File: src/rtl/serial_subtractor.sv
// Purpose: multi-cycle subtractor computing a - b - bin, CHUNK bits per clock.
// Latency: WIDTH/CHUNK cycles from the accepting edge to the done pulse.
// Backpressure: none; start is ignored while busy, and results hold until the next done.
//
// Ports:
//   clk, rst            clock, synchronous active-high reset
//   start, a, b, bin    request and operands, captured when start is seen in IDLE
//   busy, done          operation in progress, one-cycle result-update pulse
//   diff, bout, zero, ovf  result, final borrow, zero flag, two's-complement overflow
module serial_subtractor #(
    parameter int WIDTH = 16,
    parameter int CHUNK = 4     // WIDTH must be a multiple of CHUNK
) (
    input  logic             clk,
    input  logic             rst,
    input  logic             start,
    input  logic [WIDTH-1:0] a,
    input  logic [WIDTH-1:0] b,
    input  logic             bin,
    output logic             busy,
    output logic             done,
    output logic [WIDTH-1:0] diff,
    output logic             bout,
    output logic             zero,
    output logic             ovf
);

    localparam int N  = WIDTH / CHUNK;
    localparam int KW = (N > 1) ? $clog2(N) : 1;

    typedef enum logic {
        IDLE = 1'b0,
        RUN  = 1'b1
    } state_t;

    state_t           state_q;
    logic [KW-1:0]    k_q;
    logic [WIDTH-1:0] a_q;       // remaining minuend bits, current chunk at the bottom
    logic [WIDTH-1:0] b_q;       // remaining subtrahend bits, current chunk at the bottom
    logic [WIDTH-1:0] res_q;     // completed chunks, shifted in from the top
    logic             br_q;      // borrow into the current chunk (bin for chunk 0)
    logic             done_q;
    logic [WIDTH-1:0] diff_q;
    logic             bout_q;
    logic             zero_q;
    logic             ovf_q;

    logic [CHUNK-1:0] x_c;
    logic [CHUNK-1:0] y_c;
    logic [CHUNK-1:0] d_c;
    logic             br_c;
    logic             br_out_c;
    logic             br_msb_in_c;
    logic [WIDTH-1:0] res_d;
    logic             last_c;

    // Ripple borrow chain across one chunk. The borrow entering the chunk's top
    // bit is kept because on the final chunk that is the borrow into the MSB.
    always_comb begin
        x_c         = a_q[CHUNK-1:0];
        y_c         = b_q[CHUNK-1:0];
        d_c         = '0;
        br_c        = br_q;
        br_msb_in_c = 1'b0;
        for (int i = 0; i < CHUNK; i++) begin
            if (i == CHUNK - 1) begin
                br_msb_in_c = br_c;
            end
            d_c[i] = x_c[i] ^ y_c[i] ^ br_c;
            br_c   = (~x_c[i] & y_c[i]) | (br_c & ~(x_c[i] ^ y_c[i]));
        end
        br_out_c = br_c;
        // After N shifts the first chunk has landed at bit 0, so res_d is the
        // fully aligned result on the last RUN cycle.
        res_d  = (res_q >> CHUNK) | (WIDTH'(d_c) << (WIDTH - CHUNK));
        last_c = (k_q == KW'(N - 1));
    end

    always_ff @(posedge clk) begin
        if (rst) begin
            state_q <= IDLE;
            k_q     <= '0;
            a_q     <= '0;
            b_q     <= '0;
            res_q   <= '0;
            br_q    <= 1'b0;
            done_q  <= 1'b0;
            diff_q  <= '0;
            bout_q  <= 1'b0;
            zero_q  <= 1'b0;
            ovf_q   <= 1'b0;
        end else begin
            done_q <= 1'b0;
            case (state_q)
                IDLE: begin
                    if (start) begin
                        a_q     <= a;
                        b_q     <= b;
                        br_q    <= bin;
                        res_q   <= '0;
                        k_q     <= '0;
                        state_q <= RUN;
                    end
                end
                RUN: begin
                    a_q   <= a_q >> CHUNK;
                    b_q   <= b_q >> CHUNK;
                    br_q  <= br_out_c;
                    res_q <= res_d;
                    k_q   <= k_q + KW'(1);
                    if (last_c) begin
                        state_q <= IDLE;
                        k_q     <= '0;
                        done_q  <= 1'b1;
                        diff_q  <= res_d;
                        bout_q  <= br_out_c;
                        zero_q  <= (res_d == '0);
                        ovf_q   <= br_msb_in_c ^ br_out_c;
                    end
                end
                default: state_q <= IDLE;
            endcase
        end
    end

    assign busy = (state_q == RUN);
    assign done = done_q;
    assign diff = diff_q;
    assign bout = bout_q;
    assign zero = zero_q;
    assign ovf  = ovf_q;

endmodule

File: config.mk
export PLATFORM = sky130hd
export DESIGN_NAME = serial_subtractor
export DESIGN_NICKNAME = d
export VERILOG_FILES = /design/src/rtl/serial_subtractor.sv
export SDC_FILE = /design/constraint.sdc
export NUM_CORES = 1
export LEC_CHECK = 0
export CELL_PAD_IN_SITES_DETAIL_PLACEMENT = 0
export CELL_PAD_IN_SITES_GLOBAL_PLACEMENT = 1
export CORE_ASPECT_RATIO = 1.1
export CORE_MARGIN = 2
export CORE_UTILIZATION = 38
export DETAILED_ROUTE_END_ITERATION = 7
export GPL_ROUTABILITY_DRIVEN = 0
export PLACE_DENSITY_LB_ADDON = 0.2
export SYNTH_ARGS = -nofsm -noshare
export SYNTH_HDL_FRONTEND = slang
export SYNTH_SLANG_ARGS = --single-unit
File: constraint.sdc
create_clock -name clk -period 3 [get_ports clk]
set_input_delay 0.6 -clock clk [delete_from_list [all_inputs] [get_ports clk]]
set_output_delay 0.6 -clock clk [all_outputs]
set_load 0.01 [all_outputs]
==> impl_metrics.ini, run 1 <==
[drt]
post_drt_wl_per_cell_um = 13.6
drt_first_pass_iters = 4
route.detailed.drc = 0
antenna_left = 0
viasPerCell = 4.92
wl_mm = 5.54
vias = 2008
initialDrtViolationCount = 33

[clock_network]
postCtsHoldBufs = 0
htree_levels = 3
clk_latency_ps = 330
cts_tree = yes
numCtsBuffers = 9
cts_buffer_depth = 2
cts_sinks = 68
cts-root-buf = clkbuf_8
cts_resized = 0
cts.clk_slew.worst_paths_ps = 70
postCtsSetupBuffers = 0

[yosys]
synthAdderAreaFrac_pct = 3.28
syn_area_um2 = 2830
yosys.area_share.simple_pct = 12.7
syn_avg_cell_area_um2 = 10.6
synth_compound_area_share_pct = 8.68
synth.distinct_cells = 28
ys_warn_count = 0
syn-num-nets = 307
ys_async_sr_fraction_pct = 0
yosysSeqAreaShare_pct = 48.2
synthMuxAreaShare_pct = 21.2
synth_seq_cells = 68
synth_xor_area_share_pct = 0.310
synth_edf_count = 0
synthCells = 266
synth_top_family_by_area = multiplexers
ys.flop_type = dfxtp_1

[global_routing]
grt_pass1_vias = 1968
grt_pass1_wl_mm = 9.03
antenna_found_initial = 0
grt_max_degree = 31
grt_usage_pct = 14.3
overflow = 0

[layout]
multi_input_area_um2 = 1310
final_common_cell = dfxtp_1
num_antenna_cells = 0
fin_area_um2 = 3590
nFillCells = 662
nets = 361
final_cell_mix = 67 x dfxtp_1, 55 x clkdlybuf4s50_1, 47 x nor2_1
regArea_um2 = 1360
syn_to_final_growth_pct = 27.1
layout-drive-gt1-share_pct = 7.43
layout.cells.non_filler = 408

[power]
vdd_drop_max_mv = 0.218
pwr-share-comb_pct = 12.9
internal_power_mw = 1.44
power_density_nw_per_um2 = 525
power.leakage_nw = 1.45
p_sw_share_pct = 23.6
p_sw_mw = 0.445
p_clk_share_pct = 36.2
p_seq_share_pct = 51.0

[place]
placed_cell_area_um2 = 3420
port_buffers = 56
dp.cells = 394
hpwl_mm = 3.92

[critical_path]
worstSetupPathType = reg -> reg
worst-path-max-fanout = 3
worstPathArrival_ps = 2860
crit_required_ps = 3270
endpoint_kind = flip-flop
startpoint_type = flip-flop

[sta]
fin_crit_ps = 2600
hold_viol_final = 0
finalSetupTns_ps = 0
tightestPinTransition_ps = 512
fin_skew_ps = 6.54
timing.fmax_mhz = 385
finalSetupViolations = 0
min_period_over_period_pct = 86.5
slew_viol_final = 0
rsz0062_at_grt = no
relSlewSlack_pct = 65.8

[floorplanning]
boundaryPins = 57
dieArea_um2 = 8140
fp.dieW_um = 86.2
initial_core_util_pct = 39.7
num_rows = 32
core_area_um2 = 7130
die_h_um = 94.5

[job]
drv_cap = 0

[status]
status = completed

[hold_path]
worstHoldPathType = reg -> reg
-- layer usage --
| layer | wire length (um) | share of wire (%) | global-route usage, % |
|---|---|---|---|
| met1 | 2510 | 45 | 16.3 |
| met2 | 2660 | 48 | 24.9 |
| met3 | 280 | 5.1 | 3.58 |
| met4 | 89 | 1.6 | 7.03 |
| met5 | 0 | 0 | 0 |
-- cells in the mapped netlist, drive strengths merged (3+ instances only) --
cell type  number  share of area [%]
nor4            3               0.66
nor2           47                6.2
nor3b          13                3.5
a21oi          14                2.6
fa              4                2.8
o21ai           3               0.53
dfxtp          68                 48
nand2           3               0.40
inv             9                1.2
mux2i          33                 12
buf            17                4.2
mux2           24                9.6
a22o           15                4.6
-- path summary, 6_finish.rpt --
path | end | slack [ps] | start | depth (start not counted)
hold reg to reg | diff[14] | 470 | diff[14] | 2
setup reg to reg | zero | 400 | b_q[0] | 10
hold / removal | diff[14] | 470 | diff[14] | 2
setup / recovery | zero | 400 | b_q[0] | 10
-- area by class of cell --
type	count	area share [%]
flip-flops and latches	68	37.9
multi-input cells	170	36.3
repair buffers	62	17.1
clock buffers	11	3.66
well taps	85	2.96
clock inverters	3	1.11
inverters	9	0.940
-- through the flow --
step / hold slack [ps] / total power [mW] / worst slack (ps) / util (%)
2_1_floorplan: 456 / 1.14 / 566 / -
3_3_place_gp: 460 / 1.22 / 476 / 48.0
3_5_place_dp: 466 / 1.23 / 417 / 48.0
4_1_cts: 480 / 1.92 / 391 / 50.4
5_1_grt: 488 / 1.98 / 234 / 50.4
6_report: 471 / 1.89 / 404 / 50.4
-- cells by family (layout without fill, tap and decap cells) --
family | Yosys count | in the layout
muxes | 57 | 57
DFF | 68 | 68
xor gates and xnor gates | 1 | 1
adders and majority gates | 5 | 5
buffers and inverters | 28 | 85
and+or+nand+nor | 72 | 72
AOI/OAI and AO/OA | 35 | 35
-- critical path, cell delays in order, from the launching register on --
cell and delay (ps):
dfxtp_1 320, inv_1 50, fa_1 400, fa_1 370
inv_1 70, fa_1 200, inv_1 60, fa_1 480
nor4b_1 260, and3_1 190, a32o_1 140
-- power groups by stage --
stage / Clock [mW] / Sequential, mW / Combinational, mW
6_report: 0.682 / 0.962 / 0.243
5_1_grt: 0.740 / 0.966 / 0.270
4_1_cts: 0.707 / 0.962 / 0.247
3_5_place_dp: 0 / 0.983 / 0.246
3_3_place_gp: 0 / 0.981 / 0.243
2_1_floorplan: 0 / 0.975 / 0.170
-- sequential cells by signal (all words and copies together) (netlist names), 2 cells and up --
| signal | flops |
|---|---|
| diff | 16 |
| b_q | 16 |
| res_q | 12 |
| k_q | 2 |
| a_q | 16 |
(Power assumes the default switching activity.)
==> run 2, diff against run 1 <==
==> constraint.sdc (replaced) <==
create_clock -name clk -period 3 [get_ports clk]
set_input_delay 0.75 -clock clk [delete_from_list [all_inputs] [get_ports clk]]
set_output_delay 0.75 -clock clk [all_outputs]
set_load 0.01 [all_outputs]
==> impl_metrics.ini, run 2 (synthesized netlist as in run 1, its figures left out) <==
[status]
status = completed

[global_routing]
grt_usage_pct = 14.5
grt_pass1_vias = 1960
grt_pass1_wl_mm = 9.18
overflow = 0
antenna_found_initial = 0
grt_max_degree = 58

[power]
vdd_drop_max_mv = 0.230
p_sw_mw = 0.450
p_seq_share_pct = 49.2
internal_power_mw = 1.50
p_clk_share_pct = 38.2
p_sw_share_pct = 23.1
pwr-share-comb_pct = 12.6
power_density_nw_per_um2 = 539
power.leakage_nw = 1.46

[critical_path]
crit_required_ps = 3280
worstSetupPathType = reg -> reg
worst-path-max-fanout = 3
worstPathArrival_ps = 2890
startpoint_type = flip-flop
endpoint_kind = flip-flop

[sta]
min_period_over_period_pct = 87.0
fin_skew_ps = 11.7
hold_viol_final = 0
finalSetupTns_ps = 0
timing.fmax_mhz = 383
relSlewSlack_pct = 50.5
slew_viol_final = 0
finalSetupViolations = 0
tightestPinTransition_ps = 742
fin_crit_ps = 2610
whs_ps = 471
rsz0062_at_grt = no

[layout]
num_antenna_cells = 0
syn_to_final_growth_pct = 28.0
nFillCells = 663
regArea_um2 = 1360
nets = 361
final_cell_mix = 67 x dfxtp_1, 55 x clkdlybuf4s50_1, 47 x nor2_1
layout-drive-gt1-share_pct = 7.38
final_common_cell = dfxtp_1
multi_input_area_um2 = 1310

[drt]
post_drt_wl_per_cell_um = 13.6
viasPerCell = 4.91
antenna_left = 0
initialDrtViolationCount = 41
drt_first_pass_iters = 4
route.detailed.drc = 0
wl_mm = 5.56
vias = 2015

[clock_network]
cts_resized = 0
cts_buffer_depth = 2
clk_latency_ps = 330
numCtsBuffers = 9
cts_sinks = 68
cts-root-buf = clkbuf_8
htree_levels = 3
cts.clk_slew.worst_paths_ps = 70
postCtsSetupBuffers = 0
postCtsHoldBufs = 0
cts_tree = yes

[hold_path]
worstHoldPathType = reg -> reg

[floorplanning]
core_area_um2 = 7130
num_rows = 32
initial_core_util_pct = 39.7
boundaryPins = 57
fp.dieW_um = 86.2
dieArea_um2 = 8140
die_h_um = 94.5

[place]
hpwl_mm = 3.84
port_buffers = 56

[job]
drv_cap = 0
## run 2: cell count changes in the layout (fill, tap and decap cells not counted), sizes merged
cell | previous run | this run
clkinv | 2 | 0
clkbuf | 11 | 15
## run 2: stage by stage
stage          setup WS [ps]  instance area [um^2]  util [%]  cells  power (mW)
6_report                 390                  3620      50.8    410        1.95
3_3_place_gp             479                  3420      48.0    394        1.23
2_1_floorplan            566                  2830         -    266        1.14
5_1_grt                  216                  3620      50.8    410        2.05
3_5_place_dp             377                  3420      48.0    394        1.23
4_1_cts                  362                  3620      50.8    410        1.98
## run 2: worst max-delay path, stage by stage (launching register included)
cell and delay, ps:
dfxtp_1 330, inv_1 50, fa_1 410, fa_1 370, inv_1 70, fa_1 190, inv_1 60, fa_1 490
nor4b_1 250, and3_1 200, a32o_1 140
## run 2: layout make-up
type,count,area share (%)
clock buffers,15,4.60
clock inverters,1,0.830
inverters,9,0.934
multi-input cells,170,36.1
flip-flops and latches,68,37.7
well taps,85,2.94
repair buffers,62,16.9
## run 2: path summary, 6_finish.rpt
| check | cells past startpoint | slack (ps) | endpoint | startpoint |
|---|---|---|---|---|
| worst max-delay path | 10 | 390 | zero | b_q[0] |
| worst min-delay path | 2 | 470 | diff[14] | diff[14] |
| worst max register to register | 10 | 390 | zero | b_q[0] |
| worst min register to register | 2 | 470 | diff[14] | diff[14] |
## run 2: per-layer routing
layer	wire, um	part of all wire (%)	track usage, %
met1	2550	46	17.5
met5	0	0	0
met2	2670	48	24.9
met3	328	5.9	4.72
met4	18	0.32	3.52
## run 2: power by group through the flow
stage,Clock (mW),Sequential (mW),Combinational [mW]
after floorplan,0,0.975,0.170
after global placement,0,0.981,0.244
after detailed placement,0,0.982,0.249
after CTS,0.767,0.961,0.250
after global routing,0.807,0.965,0.274
final,0.745,0.961,0.246
